==> src/rtl/ram_master.sv <==
// Bus initiator for the shared tristate memory bus: accepts single read/write
// requests and sequences enable/rw plus the tri_buf controls for each phase.
module ram_master #(
  parameter int WIDTH      = 8,
  parameter int TURNAROUND = 1
) (
  input  logic             clock,
  input  logic             reset,
  input  logic             req_valid,
  output logic             req_ready,
  input  logic             req_write,
  input  logic [WIDTH-1:0] req_addr,
  input  logic [WIDTH-1:0] req_wdata,
  output logic             rsp_valid,
  output logic [WIDTH-1:0] rsp_rdata,
  output logic             enable,
  output logic             rw,
  output logic             bus_tri_rw,
  output logic [WIDTH-1:0] bus_tri_data,
  input  logic [WIDTH-1:0] bus
);

  typedef enum logic [1:0] {IDLE, ADDR, DATA, TURN} state_t;

  // Last turnaround count value; only reachable when TURNAROUND >= 1.
  localparam logic [1:0] TURN_LAST = 2'(TURNAROUND - 1);

  state_t           state;
  logic             lat_write;
  logic [WIDTH-1:0] lat_wdata;
  logic [1:0]       turn_cnt;

  // Only output decoded from state; forced low while reset is held.
  assign req_ready = (state == IDLE) && !reset;

  // NOTE: all state and registered outputs use non-blocking assignments so every
  // register samples the pre-edge values, independent of statement order.
  always_ff @(posedge clock or posedge reset) begin
    if (reset) begin
      state        <= IDLE;
      lat_write    <= 1'b0;
      lat_wdata    <= '0;
      turn_cnt     <= '0;
      enable       <= 1'b0;
      rw           <= 1'b0;
      bus_tri_rw   <= 1'b0;
      bus_tri_data <= '0;
      rsp_valid    <= 1'b0;
      rsp_rdata    <= '0;
    end else begin
      rsp_valid <= 1'b0;
      case (state)
        IDLE: begin
          if (req_valid) begin
            // bus_tri_data doubles as the address latch for the ADDR phase.
            lat_write    <= req_write;
            lat_wdata    <= req_wdata;
            enable       <= 1'b1;
            rw           <= req_write;
            bus_tri_rw   <= 1'b1;
            bus_tri_data <= req_addr;
            state        <= ADDR;
          end
        end
        ADDR: begin
          // Reads release the bus here so the responder can drive it in DATA.
          rw           <= lat_write;
          bus_tri_rw   <= lat_write;
          bus_tri_data <= lat_write ? lat_wdata : '0;
          state        <= DATA;
        end
        DATA: begin
          enable       <= 1'b0;
          rw           <= 1'b0;
          bus_tri_rw   <= 1'b0;
          bus_tri_data <= '0;
          rsp_valid    <= 1'b1;
          turn_cnt     <= '0;
          if (!lat_write) begin
            rsp_rdata <= bus;
          end
          if (!lat_write && (TURNAROUND > 0)) begin
            state <= TURN;
          end else begin
            state <= IDLE;
          end
        end
        TURN: begin
          if (turn_cnt == TURN_LAST) begin
            state <= IDLE;
          end else begin
            turn_cnt <= turn_cnt + 2'd1;
          end
        end
        default: state <= IDLE;
      endcase
    end
  end

endmodule
==> config.mk <==
export PLATFORM = sky130hd
export DESIGN_NAME = ram_master
export DESIGN_NICKNAME = d
export VERILOG_FILES = /design/src/rtl/ram_master.sv
export SDC_FILE = /design/constraint.sdc
export NUM_CORES = 1
export LEC_CHECK = 0
export CORE_UTILIZATION = 45
export CTS_BUF_LIST = sky130_fd_sc_hd__clkbuf_4 sky130_fd_sc_hd__clkbuf_8 sky130_fd_sc_hd__clkbuf_16
export DETAILED_ROUTE_END_ITERATION = 16
export GPL_ROUTABILITY_DRIVEN = 0
export PLACE_DENSITY_LB_ADDON = 0.08
export REMOVE_ABC_BUFFERS = 1
export SETUP_SLACK_MARGIN = 0.2
export SYNTH_ARGS = -nofsm -noshare
export SYNTH_HDL_FRONTEND = slang
export SYNTH_SLANG_ARGS = --single-unit
==> constraint.sdc <==
create_clock -name clock -period 2.5 [get_ports clock]
set_input_delay 0.625 -clock clock [delete_from_list [all_inputs] [get_ports clock]]
set_output_delay 0.625 -clock clock [all_outputs]
set_load 0.005 [all_outputs]
## Word-level counts from Yosys, hierarchy flattened

Index checks and enable logic that the tools add are counted.

- Multipliers: 0
- Equality and inequality tests: 6
- Order comparisons: 0
- Multiplexer cells: 15
- Reductions and logical operators: 13
- Div/mod/pow operators: 0
- Bitwise gates (word level): 1
- Add/sub/neg operators: 1
- Shifts and indexed selects: 0

Operators by type and width:

| kind | count |
|---|---|
| $pmux W8 S3 | 1 |
| $mux W8 | 2 |
| $reduce_and A2 Y1 | 6 |
| $mux W2 | 4 |
| $pmux W2 S4 | 1 |
| $ne A2 B2 Y1 const B | 3 |
| $pmux W1 S3 | 2 |
| $eq A2 B2 Y1 const B | 2 |
| $logic_not A2 Y1 | 2 |
| $pmux W2 S2 | 1 |
| $reduce_bool A2 Y1 | 2 |
| $mux W1 | 3 |
| $reduce_bool A3 Y1 | 1 |
| $add A2 B1 Y2 const B | 1 |
| $eq A2 B1 Y1 const B | 1 |
| $pmux W1 S2 | 1 |
| $logic_and A1 B1 Y1 | 1 |
| $logic_not A1 Y1 | 1 |
| $not A1 Y1 | 1 |

- Input port bits: 28
- Word-level logic and storage cells: 46
- Bits in read-only memories: 0
- Output and inout port bits: 21
- Memories: 0
- Flip-flop bits (word level): 33
- Bits in latches: 0
- Memory bits (writable): 0

## Longest topological paths before layout

Gate-level depths: netlist of run 1.

- Word-level depth: 3
- Gate-level depth with buffers: 6
- Depth with buffers taken out: 5

## Worst setup path after synthesis of run 1

OpenSTA, ideal clock, no wires.

- Kind: flip-flop to flip-flop
- Start point: register state[0]
- End point: register rw
- Clock period less this slack: 1.625 ns
- Setup time: 0.125 ns
- Data required time: 2.375 ns
- Stages on the path, launching flop included: 7
- Data arrival time: 1.500 ns
- Path slack: 0.875 ns
- Buffers on the path: 1
- Cells stage by stage: dfrtp_1 inv_1 ha_1 buf_4 nand3_1 o21ai_0 mux2_4

- Longest elaborated chain between the ends: 3
- Elaborated cells between the ends (all ways): 7
- Those cells by class: eq/ne (3); mux (1); reduce/logical (3)

Ends and longest elaborated chain:

| item | line | text |
|---|---|---|
| from (decl) | 28 | `state_t state;` |
| from (signal assigned) | 40 | `state <= IDLE;` |
| from (signal assigned) | 62 | `state <= ADDR;` |
| from (signal assigned) | 70 | `state <= DATA;` |
| $eq A2 B2 Y1, or another cell as far along | 52 | `case (state)` |
| $reduce_bool A3 Y1 (no line) / $ne A2 B2 Y1 (equally long branches) | -- |  |
| $reduce_and A2 Y1 (no line) | -- |  |
| to (signal assigned) | 59 | `rw <= req_write;` |
| to (signal assigned) | 67 | `rw <= lat_write;` |
| to (decl) | 17 | `output logic rw,` |

Several ways; a longest one is shown, not always the timed one.
A chain may end at the register's enable or synchronous reset.

## Worst setup path after layout of run 1

- Start point: input port reset
- End point: output port req_ready

- Longest elaborated chain between the ends: 2

Ends and longest elaborated chain:

| item | line | text |
|---|---|---|
| from (decl) | 8 | `input logic reset,` |
| $logic_not A1 Y1 (no line) | -- |  |
| $logic_and A1 B1 Y1 | 34 | `assign req_ready = (state == IDLE) && !reset;` |
| to (decl) | 10 | `output logic req_ready,` |

Every way passes these cells.

==> results of run 1 <==
[state kept, by name, summed over array words and instances, names as in the netlist]
name and flops:
bus_tri_data 8, bus_tri_rw 1, enable 1, lat_wdata 8
lat_write 1, rsp_rdata 8, rsp_valid 1, rw 1
state 2, turn_cnt 2
[final timing paths]
kind,startpoint,to,slack [ns],cells after the start
min,enable$_DFFE_PP0P_,enable$_DFFE_PP0P_,0.51,2
min in group asynchronous,reset,lat_wdata[2]$_DFFE_PP0P_,0.70,3
min reg2reg,enable$_DFFE_PP0P_,enable$_DFFE_PP0P_,0.51,2
max,reset,req_ready,0.59,3
max reg2reg,state[0]$_DFFE_PP0P_,rsp_rdata[5]$_DFFE_PP0P_,0.76,7
max in group asynchronous,reset,state[1]$_DFFE_PP0P_,1.47,3
[routing by layer]
metal  up-vias  GRT usage  wire length [µm]
li1        538          -                 -
met3         6     0.0651               157
met2        35      0.317              1570
met1       549      0.220              1300
met5         -          0                 0
met4         0     0.0779                55
[cells in the final DEF (no fill, tap or decap), drive strengths merged]
cell and count:
clkdlybuf4s50 47, dfrtp 33, mux2 26, inv 22
o22ai 8, ha 8, clkbuf 7, nand2 6
buf 6, o21ai 5, nor2b 4, mux2i 3
nor2 3, o31ai 2, a21oi 1, nand3 1
o41ai 1, bufinv 1, dlymetal6s2s 1
[final cells by class]
class,instances,area (µm²)
Sequential cell,33,827
Timing Repair Buffer,54,528
Fill cell,274,1090
Inverter,22,82.6
Clock buffer,7,58.8
Tap cell,46,57.6
Clock inverter,1,30.0
Multi-Input combinational cell,68,664
[per-stage QoR]
step / setup slack, ns / hold WS [ns] / instances
after detailed placement: 0.214 / 0.495 / 219
after floorplan: 0.751 / 0.473 / 123
final: 0.587 / 0.506 / 231
after global routing: 0.521 / 0.535 / 231
after global placement: 0.223 / 0.468 / 219
after CTS: 0.203 / 0.518 / 230
[kinds of logic after synthesis]
| family | share of synthesized area |
|---|---|
| adder cells (fa/ha/maj) | 0.0636 |
| AO/OA/AOI/OAI | 0.0660 |
| AND/OR/NAND/NOR | 0.0557 |
| buffers and inverters | 0.0605 |
| multiplexers | 0.229 |
| flip-flops | 0.525 |
[power by group]
group | internal, mW | switching, mW | total (mW)
sequential | 0.791 | 0.130 | 0.921
combinational | 0.875 | 0.522 | 1.40
clock | 0.250 | 0.180 | 0.430
total | 1.92 | 0.832 | 2.75
[cell usage after synthesis (all sizes together)]
cell type   n  area, µm²
o31ai       2       15.0
nand2       6       22.5
mux2i       3       30.0
nor2        3       27.5
ha          8        100
o41ai       1       8.76
buf         2       12.5
nor2b       4       32.5
dfrtp      33        826
a21oi       1       5.00
o21ai       5       25.0
mux2       26        330
o22ai       8       50.1
nand3       1       5.00
inv        22       82.6
[tightest hold or removal path: cells and delay by family, from the launching register on]
| kind | cells | cell delay [ns] |
|---|---|---|
| compound gates | 1 | 0.07 |
| flops | 1 | 0.36 |
| simple gates | 1 | 0.05 |
[timing repair]
| action | CTS | global route |
|---|---|---|
| setup endpoints to repair | 1 | 1 |
| setup buffers | 3 | 1 |
| gates resized for setup | 4 | 2 |
==> load_flow_metrics.sql, run 1 <==
INSERT INTO impl_metrics (metric_group, metric, value, unit) VALUES
('die', 'ioPinCount', '49', ''),
('clock_tree', 'root_buffer', 'sky130_fd_sc_hd__clkbuf_4', ''),
('die', 'dieWidth', '61.1', 'µm'),
('sta', 'clock_skew', '0.0125', 'ns'),
('synth', 'ys_ff_latch', '33', ''),
('global_routing', 'first_global_vias', '1115', ''),
('finish', 'postLayoutCellArea', '0.00225', 'mm²'),
('critical_path', 'start_kind', 'input port', ''),
('finish', 'final_nets', '220', ''),
('detailed_routing', 'drt_pass1_iterations', '4', ''),
('sta', 'worst_pin_slew', '0.452', 'ns'),
('sta', 'fmax', '523', 'MHz'),
('detailed_routing', 'drc_errors', '0', ''),
('critical_path', 'worstPathBufferInverterCount', '2', ''),
('critical_path', 'worstPathMaxFanout', '2', ''),
('die', 'initial_utilization', '0.471', ''),
('synth', 'seq_area_frac_synth', '0.525', ''),
('power', 'cellPowerDensity', '1220', 'mW/mm²'),
('power', 'ir_drop', '0.589', 'mV'),
('global_routing', 'global_route.usage.total', '0.189', ''),
('critical_path', 'cpPeakStageDelay', '0.48', 'ns'),
('synth', 'cell_area_after_technology_mapping', '0.00157', 'mm²'),
('clock_tree', 'worstSkewPairLatency', '0.34', 'ns'),
('critical_path', 'crit_path_end_kind', 'primary output', ''),
('global_routing', 'initial_antenna_violation_count', '0', ''),
('finish', 'post_route_cells_drive_above_1_share', '0.249', ''),
('sta', 'setup_total_negative_slack', '0', 'ns'),
('critical_path', 'crit_slowest_cell', 'sky130_fd_sc_hd__clkdlybuf4s50_1', ''),
('synth', 'synth.lib_cells_used.distinct', '19', ''),
('die', 'design.die.area', '0.00374', 'mm²'),
('clock_tree', 'clock_sinks', '33', ''),
('sta', 'unrepaired_setup_endpoints_after_global_routing', 'false', ''),
('critical_path', 'critPathTopFamily', 'buffers and inverters', ''),
('sta', 'timing.final.crit_share', '0.765', ''),
('power', 'leakagePower', '1.07', 'nW'),
('synth', 'avgSynthCellArea', '12.6', 'µm²'),
('critical_path', 'critical_path_arrival', '1.29', 'ns'),
('global_routing', 'global_route_wire_length_before_repair', '4.97', 'mm'),
('die', 'die_height', '61.1', 'µm'),
('die', 'core.rowCount', '21', ''),
('synth', 'yosys_warnings', '0', ''),
('global_routing', 'grt_remaining_overflow', '0', ''),
('detailed_routing', 'wl_per_cell', '13.3', 'µm'),
('clock_tree', 'cts-buffers-inserted', '5', ''),
('sta', 'hold_viol_final', '0', ''),
('detailed_routing', 'route.antenna.remaining_nets', '0', ''),
('finish', 'areaGrowthSynthToFinish', '43.0', '%'),
('finish', 'diodes', '0', ''),
('sta', 'setup_viol', '0', ''),
('global_routing', 'grt_max_degree', '34', ''),
('synth', 'synthCells', '125', ''),
('clock_tree', 'ctsHoldBuffers', '0', ''),
('detailed_routing', 'detailedRoute.firstIterationViolations', '30', ''),
('detailed_routing', 'viasPerCell', '4.88', ''),
('critical_path', 'critical_path_required', '1.88', 'ns'),
('detailed_routing', 'routed-via-count', '1128', ''),
('clock_tree', 'clockBufferDepth', '2', ''),
('critical_path', 'crit_path_cell_trace', 'clkdlybuf4s50_1 > nor2b_1 > dlymetal6s2s_1', ''),
('clock_tree', 'cts_tree', 'yes', ''),
('sta', 'final-max-slew-violation-count', '0', ''),
('run', 'maxCapViolations', '0', ''),
('place', 'dp_hpwl', '2.19', 'mm'),
('clock_tree', 'max_h_tree_level', '2', ''),
('detailed_routing', 'overall_routed_net_length', '3.08', 'mm'),
('clock_tree', 'clk_pin_slew_worst_paths', '0.10', 'ns'),
('place', 'count_of_buffers_from_port_buffering', '48', ''),
('finish', 'post_route_utilization', '0.674', ''),
('place', 'dpl-instance-area', '0.00211', 'mm²'),
('die', 'coreArea', '0.00334', 'mm²'),
('power', 'finalPower', '2.75', 'mW'),
('outcome', 'outcome', 'finished clean', ''),
('sta', 'fin_crit', '1.91', 'ns'),
('sta', 'max_slew_headroom', '0.698', ''),
('critical_path', 'worst-setup-path-type', 'in -> out', ''),
('min_path', 'worst_hold_path_type', 'reg -> reg', '');
Note: power is estimated with default switching activity, not from simulation.
==> run 2: changes to the inputs <==
==> constraint.sdc (replaced) <==
create_clock -name clock -period 1.9 [get_ports clock]
set_input_delay 0.475 -clock clock [delete_from_list [all_inputs] [get_ports clock]]
set_output_delay 0.475 -clock clock [all_outputs]
set_load 0.005 [all_outputs]
==> load_flow_metrics.sql, run 2 (same netlist as run 1, synthesis figures left out) <==
INSERT INTO impl_metrics (metric_group, metric, value, unit) VALUES
('outcome', 'outcome', 'finished clean', ''),
('min_path', 'worst_hold_path_type', 'reg -> reg', ''),
('global_routing', 'grt_max_degree', '34', ''),
('global_routing', 'initial_antenna_violation_count', '0', ''),
('critical_path', 'start_kind', 'register', ''),
('critical_path', 'critical_path_arrival', '1.19', 'ns'),
('clock_tree', 'root_buffer', 'sky130_fd_sc_hd__clkbuf_4', ''),
('critical_path', 'worstPathBufferInverterCount', '1', ''),
('power', 'power_frac_clock', '0.106', ''),
('critical_path', 'reg2reg_setup_slack', '0.26', 'ns'),
('place', 'dpl-instance-area', '0.00216', 'mm²'),
('critical_path', 'crit-reg2reg-launch', 'state[0]$_DFFE_PP0P_', ''),
('critical_path', 'cpPeakStageDelay', '0.50', 'ns'),
('sta', 'hold_viol_final', '0', ''),
('global_routing', 'grt_remaining_overflow', '0', ''),
('clock_tree', 'worstSkewPairLatency', '0.33', 'ns'),
('die', 'design.die.area', '0.00374', 'mm²'),
('die', 'ioPinCount', '49', ''),
('critical_path', 'crit_path_start', 'bus_tri_data[7]$_DFFE_PP0P_', ''),
('finish', 'mostFrequentLayoutCell', 'sky130_fd_sc_hd__dfrtp_1', ''),
('power', 'seq_power_share', '0.335', ''),
('power', 'p_int', '2.43', 'mW'),
('finish', 'post_route_cells_drive_above_1_share', '0.310', ''),
('sta', 'holdWs', '0.489', 'ns'),
('detailed_routing', 'overall_routed_net_length', '3.28', 'mm'),
('clock_tree', 'cts-buffers-inserted', '5', ''),
('finish', 'postLayoutCellArea', '0.00236', 'mm²'),
('critical_path', 'crit_path_end_kind', 'primary output', ''),
('detailed_routing', 'wl_per_cell', '13.5', 'µm'),
('sta', 'worst_pin_slew', '0.414', 'ns'),
('finish', 'areaGrowthSynthToFinish', '50.2', '%'),
('critical_path', 'critical_path_required', '1.42', 'ns'),
('sta', 'unrepaired_setup_endpoints_after_global_routing', 'true', ''),
('power', 'switching_share', '0.321', ''),
('sta', 'timing.final.crit_share', '0.878', ''),
('sta', 'max_slew_headroom', '0.724', ''),
('power', 'cellPowerDensity', '1520', 'mW/mm²'),
('clock_tree', 'clockBufferDepth', '2', ''),
('detailed_routing', 'viasPerCell', '4.86', ''),
('finish', 'final_nets', '232', ''),
('clock_tree', 'clock_sinks', '33', ''),
('sta', 'setup_viol', '0', ''),
('place', 'count_of_buffers_from_port_buffering', '48', ''),
('die', 'dieWidth', '61.1', 'µm'),
('detailed_routing', 'route.antenna.remaining_nets', '0', ''),
('critical_path', 'timing.critical_path.depth', '1', ''),
('detailed_routing', 'detailedRoute.firstIterationViolations', '50', ''),
('global_routing', 'first_global_vias', '1141', ''),
('run', 'maxCapViolations', '0', ''),
('power', 'leakagePower', '1.28', 'nW'),
('critical_path', 'crit_slowest_cell', 'sky130_fd_sc_hd__clkdlybuf4s50_1', ''),
('global_routing', 'global_route_wire_length_before_repair', '4.93', 'mm'),
('clock_tree', 'cts_tree', 'yes', ''),
('detailed_routing', 'routed-via-count', '1180', ''),
('sta', 'clock_skew', '0.0138', 'ns'),
('finish', 'diodes', '0', ''),
('place', 'dp_hpwl', '2.29', 'mm'),
('power', 'ir_drop', '0.750', 'mV'),
('min_path', 'hp-start', 'enable$_DFFE_PP0P_', ''),
('sta', 'fmax', '599', 'MHz'),
('sta', 'fin_crit', '1.67', 'ns'),
('power', 'comb_power_share', '0.559', ''),
('critical_path', 'crit_path_cell_trace', 'clkdlybuf4s50_1', ''),
('critical_path', 'critPathTopFamily', 'buffers and inverters', ''),
('global_routing', 'global_route.usage.total', '0.184', ''),
('die', 'die_height', '61.1', 'µm'),
('detailed_routing', 'drt_pass1_iterations', '4', ''),
('critical_path', 'critical_path.endpoint', 'bus_tri_data[7]', ''),
('critical_path', 'worstPathMaxFanout', '2', ''),
('die', 'initial_utilization', '0.471', ''),
('critical_path', 'crit-reg2reg-capture', 'rsp_rdata[7]$_DFFE_PP0P_', ''),
('sta', 'final-max-slew-violation-count', '0', ''),
('detailed_routing', 'drc_errors', '0', ''),
('critical_path', 'worst-setup-path-type', 'reg -> out', ''),
('critical_path', 'rr_worst_depth', '6', ''),
('finish', 'most-common-layout-cells', 'sky130_fd_sc_hd__dfrtp_1 (33), sky130_fd_sc_hd__clkdlybuf4s50_1 (30), sky130_fd_sc_hd__inv_1 (20)', ''),
('die', 'core.rowCount', '21', ''),
('finish', 'top_regs', 'bus_tri_data: 8 flops, lat_wdata: 8 flops, rsp_rdata: 8 flops', ''),
('power', 'net-switching-power', '1.15', 'mW'),
('clock_tree', 'clk_pin_slew_worst_paths', '0.11', 'ns'),
('die', 'coreArea', '0.00334', 'mm²'),
('clock_tree', 'max_h_tree_level', '2', ''),
('finish', 'n_fill_cell', '262', '');
run 2: power by group through the flow:
stage	registers (mW)	clock network (mW)	logic (mW)
2_1_floorplan	1.23	0	1.04
5_1_grt	1.23	0.422	2.19
3_3_place_gp	1.22	0	1.78
3_5_place_dp	1.24	0	1.84
4_1_cts	1.21	0.403	1.90
6_report	1.20	0.381	2.00
run 2: what timing repair did:
item,in CTS,in global routing
buffers inserted,2,9
hold buffers,0,0
hold endpoints to repair,0,0
setup endpoints to repair,9,27
resized for setup,10,19
run 2: how the worst min path moves through the flow:
stage / endpoint / depth (start not counted)
2_1_floorplan: enable$_DFFE_PP0P_ / 2
3_3_place_gp: enable$_DFFE_PP0P_ / 2
3_5_place_dp: enable$_DFFE_PP0P_ / 2
4_1_cts: enable$_DFFE_PP0P_ / 2
5_1_grt: rsp_rdata[0]$_DFFE_PP0P_ / 1
6_report: enable$_DFFE_PP0P_ / 2
run 2: final cells by class:
| class | instances | area (µm²) | area share |
|---|---|---|---|
| Sequential cell | 33 | 826 | 0.350 |
| Inverter | 22 | 82.6 | 0.0350 |
| Clock buffer | 6 | 45.0 | 0.0191 |
| Tap cell | 46 | 57.6 | 0.0244 |
| Multi-Input combinational cell | 68 | 679 | 0.288 |
| Clock inverter | 2 | 10.0 | 0.00424 |
| Timing Repair Buffer | 66 | 662 | 0.280 |
run 2: routing by layer:
| metal | wire (µm) | vias to the layer above | global-route usage |
|---|---|---|---|
| met5 | 0 | - | 0 |
| met4 | 45 | 0 | 0.0682 |
| met3 | 172 | 6 | 0.0567 |
| met2 | 1750 | 33 | 0.326 |
| met1 | 1300 | 580 | 0.208 |
| li1 | - | 561 | - |
run 2: per-stage QoR:
step / util / setup WS, ns / setup TNS (ns) / std cells / power [mW]
after global routing: 0.708 / 0.158 / 0 / 243 / 3.85
after global placement: 0.648 / -0.0768 / -0.0768 / 224 / 3.00
after CTS: 0.671 / 0.201 / 0 / 234 / 3.51
after detailed placement: 0.648 / -0.0915 / -0.0915 / 224 / 3.08
after floorplan: - / 0.151 / 0 / 123 / 2.27
final: 0.708 / 0.232 / 0 / 243 / 3.59
